==> src/rtl/seq_shifter.sv <==
// ---------------------------------------------------------------------------
// seq_shifter -- multi-cycle barrel-less shifter for the MIPS_32 execute stage.
//
// The operand is loaded into the working register on accept. Each SHIFT cycle
// then moves it by up to STEP bits until the requested amount is used up, so
// latency grows with the shift amount and the per-cycle shifter stays small.
//
// Optional feature macro: SEQ_SHIFTER_ROTATE_EN
//   defined   : mode 2'b11 rotates right
//   undefined : mode 2'b11 decodes as SLL and no rotate logic is built
//
// Ports
//   clk        clock, rising edge
//   rst        synchronous reset, active high
//   start      request, taken when start && in_ready
//   in_ready   high in IDLE
//   a          operand (sampled on accept)
//   shamt      shift amount (sampled on accept)
//   mode       00 SLL, 01 SRL, 10 SRA, 11 ROTR/SLL (sampled on accept)
//   busy       high in SHIFT and DONE
//   out_valid  high in DONE
//   out_ready  consumer takes the result
//   outS       working/result register
// ---------------------------------------------------------------------------
module seq_shifter #(
  parameter int SIZE    = 32,
  parameter int SHAMT_W = 5,
  parameter int STEP    = 4
) (
  input  logic               clk,
  input  logic               rst,
  input  logic               start,
  output logic               in_ready,
  input  logic [SIZE-1:0]    a,
  input  logic [SHAMT_W-1:0] shamt,
  input  logic [1:0]         mode,
  output logic               busy,
  output logic               out_valid,
  input  logic               out_ready,
  output logic [SIZE-1:0]    outS
);

  // One extra bit so STEP and SIZE (each up to 2^SHAMT_W) are representable.
  localparam int AW = SHAMT_W + 1;
  localparam logic [AW-1:0] STEP_A = AW'(STEP);
`ifdef SEQ_SHIFTER_ROTATE_EN
  localparam logic [AW-1:0] SIZE_A = AW'(SIZE);
`endif

  typedef enum logic [1:0] {
    IDLE  = 2'd0,
    SHIFT = 2'd1,
    DONE  = 2'd2
  } state_t;

  state_t             state_q, state_d;
  logic [SIZE-1:0]    outs_q, outs_d;
  logic [SHAMT_W-1:0] rem_q, rem_d;
  logic [1:0]         mode_q, mode_d;

  logic [AW-1:0]      rem_ext;
  logic [AW-1:0]      amt;
  logic [SIZE-1:0]    step_res;

  // Amount consumed this cycle: min(STEP, remaining).
  always_comb begin
    rem_ext = {1'b0, rem_q};
    amt     = (rem_ext < STEP_A) ? rem_ext : STEP_A;
  end

  // Single-step shift of the working register by amt.
  always_comb begin
    step_res = outs_q << amt;
    case (mode_q)
      2'b01:   step_res = outs_q >> amt;
      // MSB is never altered by an arithmetic right shift, so the sign
      // survives every iteration.
      2'b10:   step_res = $unsigned($signed(outs_q) >>> amt);
`ifdef SEQ_SHIFTER_ROTATE_EN
      // amt is 1..STEP in SHIFT, so SIZE-amt never exceeds SIZE-1.
      2'b11:   step_res = (outs_q >> amt) | (outs_q << (SIZE_A - amt));
`endif
      default: step_res = outs_q << amt;
    endcase
  end

  always_comb begin
    state_d = state_q;
    outs_d  = outs_q;
    rem_d   = rem_q;
    mode_d  = mode_q;
    case (state_q)
      IDLE: begin
        if (start) begin
          outs_d  = a;
          rem_d   = shamt;
          mode_d  = mode;
          state_d = (shamt == '0) ? DONE : SHIFT;
        end
      end
      SHIFT: begin
        outs_d = step_res;
        // amt <= rem_q, so the difference always fits in SHAMT_W bits.
        rem_d  = SHAMT_W'(rem_ext - amt);
        if (rem_ext <= STEP_A) state_d = DONE;
      end
      DONE: begin
        // start is deliberately ignored here, even alongside out_ready.
        if (out_ready) state_d = IDLE;
      end
      default: state_d = IDLE;
    endcase
  end

  always_ff @(posedge clk) begin
    if (rst) begin
      state_q <= IDLE;
      outs_q  <= '0;
      rem_q   <= '0;
      mode_q  <= 2'b00;
    end else begin
      state_q <= state_d;
      outs_q  <= outs_d;
      rem_q   <= rem_d;
      mode_q  <= mode_d;
    end
  end

  assign in_ready  = (state_q == IDLE);
  assign busy      = (state_q == SHIFT) || (state_q == DONE);
  assign out_valid = (state_q == DONE);
  assign outS      = outs_q;

endmodule

==> config.mk <==
export PLATFORM = sky130hd
export DESIGN_NAME = seq_shifter
export DESIGN_NICKNAME = d
export VERILOG_FILES = /design/src/rtl/seq_shifter.sv
export SDC_FILE = /design/constraint.sdc
export NUM_CORES = 1
export LEC_CHECK = 0
export BUFFER_PORTS_ARGS = -buffer_cell sky130_fd_sc_hd__buf_4
export CAP_MARGIN = 5
export CELL_PAD_IN_SITES_DETAIL_PLACEMENT = 0
export CELL_PAD_IN_SITES_GLOBAL_PLACEMENT = 1
export CORE_MARGIN = 4
export CORE_UTILIZATION = 37
export DETAILED_ROUTE_END_ITERATION = 7
export PLACE_DENSITY = 0.82
export SLEW_MARGIN = 20
export SYNTH_ARGS = -nofsm -noshare
export SYNTH_HDL_FRONTEND = slang
export SYNTH_SLANG_ARGS = --single-unit
==> constraint.sdc <==
create_clock -name clk -period 5.6 [get_ports clk]
set_input_delay 0.28 -clock clk [delete_from_list [all_inputs] [get_ports clk]]
set_output_delay 0.28 -clock clk [all_outputs]
set_load 0.01 [all_outputs]
==> results of run 1 <==
## Yosys cell counts (5+ instances only)
cell type   n  area share [%]
nor3_1     20             2.3
nor4_1     10             1.5
a311oi_1   10             2.0
a211oi_1    8             1.4
ha_1        6             1.8
nor2_1     52             4.6
nand2_1    85             7.5
a22oi_1     6             1.1
buf_2      13             1.5
mux2i_1    51              12
a31oi_1     6            0.88
nor2b_1     5            0.73
buf_1       8            0.70
o21ai_0    51             6.0
o22ai_1     5            0.73
o221ai_1   13             2.7
inv_1      10            0.88
a221oi_1   13             2.7
nand3_1    19             2.2
a21oi_1    54             6.3
mux2_2      8             2.1
a21boi_0    6             1.1
dfxtp_1    41              19
clkbuf_1   36             3.2
## worst max-delay path: cells and delay by family (launching register included)
kind            cells  cell delay [ns]
compound gates      1             0.30
flops               1             0.31
simple gates        2             0.70
buf+inv             2             0.73
mux                 3             0.85
## final timing paths
path | cells past startpoint | startpoint | slack, ns | end
worst max-delay path | 8 | rem_q[0]$_SDFFE_PP0P_ | 2.52 | outS[27]$_SDFFE_PP0P_
worst min-delay path | 3 | a[21] | 0.26 | outS[21]$_SDFFE_PP0P_
worst max register to register | 8 | rem_q[0]$_SDFFE_PP0P_ | 2.52 | outS[27]$_SDFFE_PP0P_
worst min register to register | 2 | mode_q[1]$_SDFFE_PP0P_ | 0.48 | mode_q[1]$_SDFFE_PP0P_
## logic make-up (layout without fill, tap and decap cells)
family,Yosys count,after routing
fa+ha+maj,6,6
buf+inv,74,106
other cells,1,1
flops,41,41
mux,60,60
compound gates,213,213
simple gates,214,214
## power by group
| part | internal, uW | switching, uW | leakage (uW) |
|---|---|---|---|
| logic | 779 | 1290 | 0.00153 |
| clock network | 176 | 132 | 0.0000700 |
| registers | 416 | 318 | 0.000338 |
| total | 1370 | 1740 | 0.00194 |
## metal layers
layer	part of all wire, %	vias to the layer above	wire [um]
li1	-	2345	-
met1	42	2396	7030
met2	45	383	7380
met3	12	31	1960
met4	1.3	0	211
met5	0	-	0
## registers in the layout (all words and copies together), names as in the netlist
name and flops:
outS 32, rem_q 5, state_q 2, mode_q 2
## metrics by stage
| stage | power [uW] | instance area [um^2] | setup slack, ns |
|---|---|---|---|
| final | 3110 | 4980 | 2.52 |
| after global routing | 3320 | 4980 | 2.35 |
| after global placement | 2720 | 4830 | 2.62 |
| after detailed placement | 2740 | 4830 | 2.61 |
| after floorplan | 2060 | 4270 | 3.33 |
| after CTS | 3040 | 4970 | 2.59 |
## area by class of cell
class | count | area share, %
Multi-Input combinational cell | 494 | 62.9
Tap cell | 140 | 3.52
Sequential cell | 41 | 16.5
Timing Repair Buffer | 89 | 13.4
Inverter | 10 | 0.754
Clock buffer | 7 | 2.87
==> run_results.csv, run 1 <==
group,metric,value,unit
global_route,busiest_layer,"met2",
placed_design,port_buffers,77,
floorplanning,ios,78,
sta,slew_headroom,34.0,%
synth,synth-seq-cells,41,
synth,yosys.area_share.simple,23.0,%
finish,antenna_cells,0,
detailed_routing,ant_nets,0,
sta,finalHoldViolCount,0,
floorplanning,rows,38,
power,leakage,0.00194,uW
clocking,clk_pin_slew_worst_paths,0.07,ns
critical_path,cp-start-kind,"flop",
clocking,clkLatencyLatePin,0.29,ns
power,irDropWorstVdd,0.356,mV
floorplanning,start_util,38.6,%
worst_hold_path,hold_path_class,"in -> reg",
synth,synth_ff_type,"dfxtp_1",
critical_path,cp_cell_sequence,"buf_4 -> or4b_2 -> buf_4 -> mux2i_1 -> mux2i_1 -> mux2_2 -> a221oi_1 -> nor4_1",
placed_design,dp.cells,774,
clocking,clk_root_buffer_cell,"clkbuf_16",
finish,layout_common_cells,"buf_4, nand2_1, a21oi_1",
global_route,antenna_found_initial,0,
sta,worstMarginPinSlew,0.986,ns
global_route,met3_usage,4.33,%
clocking,clockBufferDepth,2,
sta,finalMaxSlewViolations,0,
critical_path,crit_type,"reg -> reg",
finish,final_common_cell,"buf_4",
floorplanning,core,11100,um^2
synth,synthAdderAreaFrac,1.76,%
synth,synth-compound-area-share,33.5,%
clocking,cts.repair.resized,0,
power,powerDensity,625,nW/um^2
clocking,cts_setup_buffers,0,
critical_path,crit_path_end_kind,"flop",
finish,fill_cells,1153,
synth,yosysUniqueCellTypes,63,
synth,synth.avg_cell_area,7.02,um^2
sta,min_period_over_period,55.0,%
clocking,htree_levels,2,
synth,synth-xor-area-share,0,%
finish,multiInputGateArea,3130,um^2
outcome,status,"completed",
placed_design,place.gp.congestion,0.909,
synth,synth_enable_flop_cells,0,
synth,synth-seq-area-share,19.2,%
detailed_routing,drc_errors,0,
global_route,grt_usage,24.3,%
sta,setup_viol,0,
detailed_routing,dr_total_vias,5155,
detailed_routing,drt_wl_total,16600,um
synth,yosys_warnings,0,
synth,syn-cell-area,4270,um^2
sta,max_freq,325,MHz
critical_path,critPathSlowestCell,"or4b_2",
synth,synth_nets,658,
critical_path,arrival,3.24,ns
detailed_routing,drt-vias-per-instance,6.60,
clocking,clkSinkCount,41,
finish,final_util,44.9,%
synth,ys_async_sr_fraction,0,%
placed_design,dp_hpwl,10700,um
synth,synth_mux_area_share,14.6,%
critical_path,slowest_delay,0.62,ns
sta,rsz0062_at_grt,"no",
floorplanning,dieWidth,115,um
job,drv_cap,0,
global_route,grt_overflow,0,
clocking,cts_buffers,5,
sta,whs,0.260,ns
global_route,grt_pass1_vias,4816,
global_route,grt_max_degree,62,
sta,fin_tns_setup,0,ns
finish,drive_above_1_share,18.9,%
global_route,use_met1,35.1,%
critical_path,worstPathMaxFanout,54,
finish,fin_nets,690,
finish,final-seq-area,821,um^2
detailed_routing,wl_per_cell,21.2,um
sta,final.min_clock_period,3.08,ns
finish,area_growth,16.5,%
floorplanning,die_h,115,um
clocking,cts_tree,"done",
floorplanning,die_area,13300,um^2
clocking,ctsHoldBuffers,0,
detailed_routing,drt_iter0_drc,563,
global_route,grt_pass1_wl,26300,um
finish,fin_cells,781,
critical_path,cp.required,5.76,ns
global_route,use_met2,37.6,%
synth,synth_top_family_by_area,"compound AO/OA/AOI/OAI gates",
sta,finClkSkew,0.00582,ns
detailed_routing,first_pass_iters,5,
synth,synth_cells,609,
(Power assumes the default switching activity.)
==> run 2, diff against run 1 <==
==> constraint.sdc (replaced) <==
create_clock -name clk -period 2.9 [get_ports clk]
set_input_delay 0.145 -clock clk [delete_from_list [all_inputs] [get_ports clk]]
set_output_delay 0.145 -clock clk [all_outputs]
set_load 0.01 [all_outputs]
==> run_results.csv, run 2 (synthesis gave the netlist of run 1 again) <==
group,metric,value,unit
placed_design,place.gp.congestion,0.931,
critical_path,cp-start-kind,"flop",
placed_design,dp.cells,794,
global_route,grt_usage,25.5,%
clocking,clk_pin_slew_worst_paths,0.07,ns
sta,finalHoldViolCount,0,
sta,slew_headroom,31.7,%
detailed_routing,drt_wl_total,17300,um
sta,setup_viol,0,
finish,final_common_cell,"buf_4",
sta,finClkSkew,0.00919,ns
worst_hold_path,worstHoldStart,"mode[1]",
critical_path,reg2reg_depth,7,
floorplanning,die_h,115,um
critical_path,crit_path_end_kind,"flop",
placed_design,dp_hpwl,11800,um
clocking,cts_setup_buffers,0,
finish,drive_above_1_share,21.5,%
sta,layout_setup_ws,0.275,ns
detailed_routing,wl_per_cell,21.5,um
job,drv_cap,0,
global_route,grt_pass1_wl,27300,um
detailed_routing,dr_total_vias,5257,
sta,finalMaxSlewViolations,0,
placed_design,port_buffers,77,
floorplanning,dieWidth,115,um
clocking,htree_levels,2,
clocking,clkLatencyLatePin,0.30,ns
worst_hold_path,min_to,"mode_q[1]$_SDFFE_PP0P_",
clocking,ctsHoldBuffers,0,
critical_path,r2r_setup_slack,0.27,ns
worst_hold_path,holdPathStages,3,
detailed_routing,drc_errors,0,
floorplanning,core,11100,um^2
finish,largest_reg_flops,32,
detailed_routing,drt-vias-per-instance,6.55,
critical_path,crit_type,"reg -> reg",
power,powerDensity,1240,nW/um^2
floorplanning,rows,38,
finish,fin_cells,802,
global_route,antenna_found_initial,0,
critical_path,worstPathMaxFanout,12,
placed_design,dp_slack,0.379,ns
clocking,cts.repair.resized,0,
clocking,cts_tree,"done",
sta,final.min_clock_period,2.63,ns
clocking,clk_root_buffer_cell,"clkbuf_16",
clocking,clockBufferDepth,2,
sta,rsz0062_at_grt,"no",
critical_path,cp.required,3.07,ns
critical_path,rr_endpoint,"outS[27]$_SDFFE_PP0P_",
detailed_routing,first_pass_iters,5,
finish,fin_nets,710,
sta,fin_tns_setup,0,ns
finish,antenna_cells,0,
sta,worstMarginPinSlew,1.02,ns
finish,final_util,46.8,%
floorplanning,die_area,13300,um^2
critical_path,arrival,2.79,ns
power,leakage,0.00207,uW
sta,min_period_over_period,90.5,%
outcome,status,"completed",
clocking,clkSinkCount,41,
sta,max_freq,381,MHz
detailed_routing,drt_iter0_drc,605,
finish,layout_common_cells,"buf_4, nand2_1, a21oi_1",
worst_hold_path,hold_path_class,"in -> reg",
floorplanning,ios,78,
finish,area_growth,21.3,%
clocking,cts_buffers,5,
global_route,grt_overflow,0,
power,irDropWorstVdd,0.578,mV
floorplanning,start_util,38.6,%
critical_path,reg2reg_from,"rem_q[2]$_SDFFE_PP0P_",
global_route,grt_pass1_vias,5003,
finish,fill_cells,1111,
detailed_routing,ant_nets,0,
global_route,grt_max_degree,40,
==> run 2: changes by cell type in the layout (fill, tap and decap cells not counted) <==
cell	before	now
nor2_2	2	1
buf_12	0	1
clkbuf_1	1	0
bufinv_16	0	2
clkbuf_8	1	0
buf_4	89	108
clkinv_2	0	1
nor2_1	51	52
==> run 2: worst max path at each step <==
stage / startpoint / to / slack (ns) / cells after the start
5_1_grt: rem_q[2]$_SDFFE_PP0P_ / outS[20]$_SDFFE_PP0P_ / 0.18 / 7
4_1_cts: rem_q[2]$_SDFFE_PP0P_ / outS[20]$_SDFFE_PP0P_ / 0.35 / 7
3_3_place_gp: rem_q[2]$_SDFFE_PP0P_ / outS[7]$_SDFFE_PP0P_ / 0.39 / 6
2_1_floorplan: rem_q[3]$_SDFFE_PP0P_ / rem_q[4]$_SDFFE_PP0P_ / 0.63 / 12
6_report: rem_q[2]$_SDFFE_PP0P_ / outS[27]$_SDFFE_PP0P_ / 0.27 / 7
3_5_place_dp: rem_q[2]$_SDFFE_PP0P_ / outS[16]$_SDFFE_PP0P_ / 0.38 / 7
==> run 2: area by class of cell <==
type	count	area, um^2	area share (%)
Inverter	10	37.5	0.724
Clock inverter	3	65.1	1.25
Timing Repair Buffer	109	831	16.0
Multi-Input combinational cell	494	3130	60.4
Sequential cell	41	821	15.8
Clock buffer	5	125	2.41
Tap cell	140	175	3.38
==> run 2: report_power, final <==
group	switching (uW)	internal (uW)	total [uW]
logic	2660	1670	4330
registers	530	803	1330
clock network	267	493	760
==> run 2: metrics by stage <==
stage | total power (uW) | area, um^2 | hold WS [ns]
floorplan | 3970 | 4270 | 0.292
global placement | 5480 | 4990 | 0.416
detailed placement | 5540 | 4990 | 0.421
CTS | 6310 | 5180 | 0.107
global route | 6820 | 5180 | 0.129
finish | 6420 | 5180 | 0.102
==> run 2: per-layer routing <==
layer  wire [um]  track usage, %  vias to the layer above  part of all wire, %
li1            -               -                     2400                    -
met5           0               0                        -                    0
met4         275            7.20                        0                  1.6
met3        1960            6.01                       30                   11
met2        7750            39.5                      344                   45
met1        7300            35.5                     2483                   42
==> run 2: worst max-delay path, cell delays in order, from the launching register on <==
cell	delay, ns
dfxtp_1	0.32
or4b_2	0.91
buf_4	0.26
mux2i_1	0.23
mux2i_1	0.14
mux2_2	0.29
a221oi_1	0.26
nor4_1	0.08
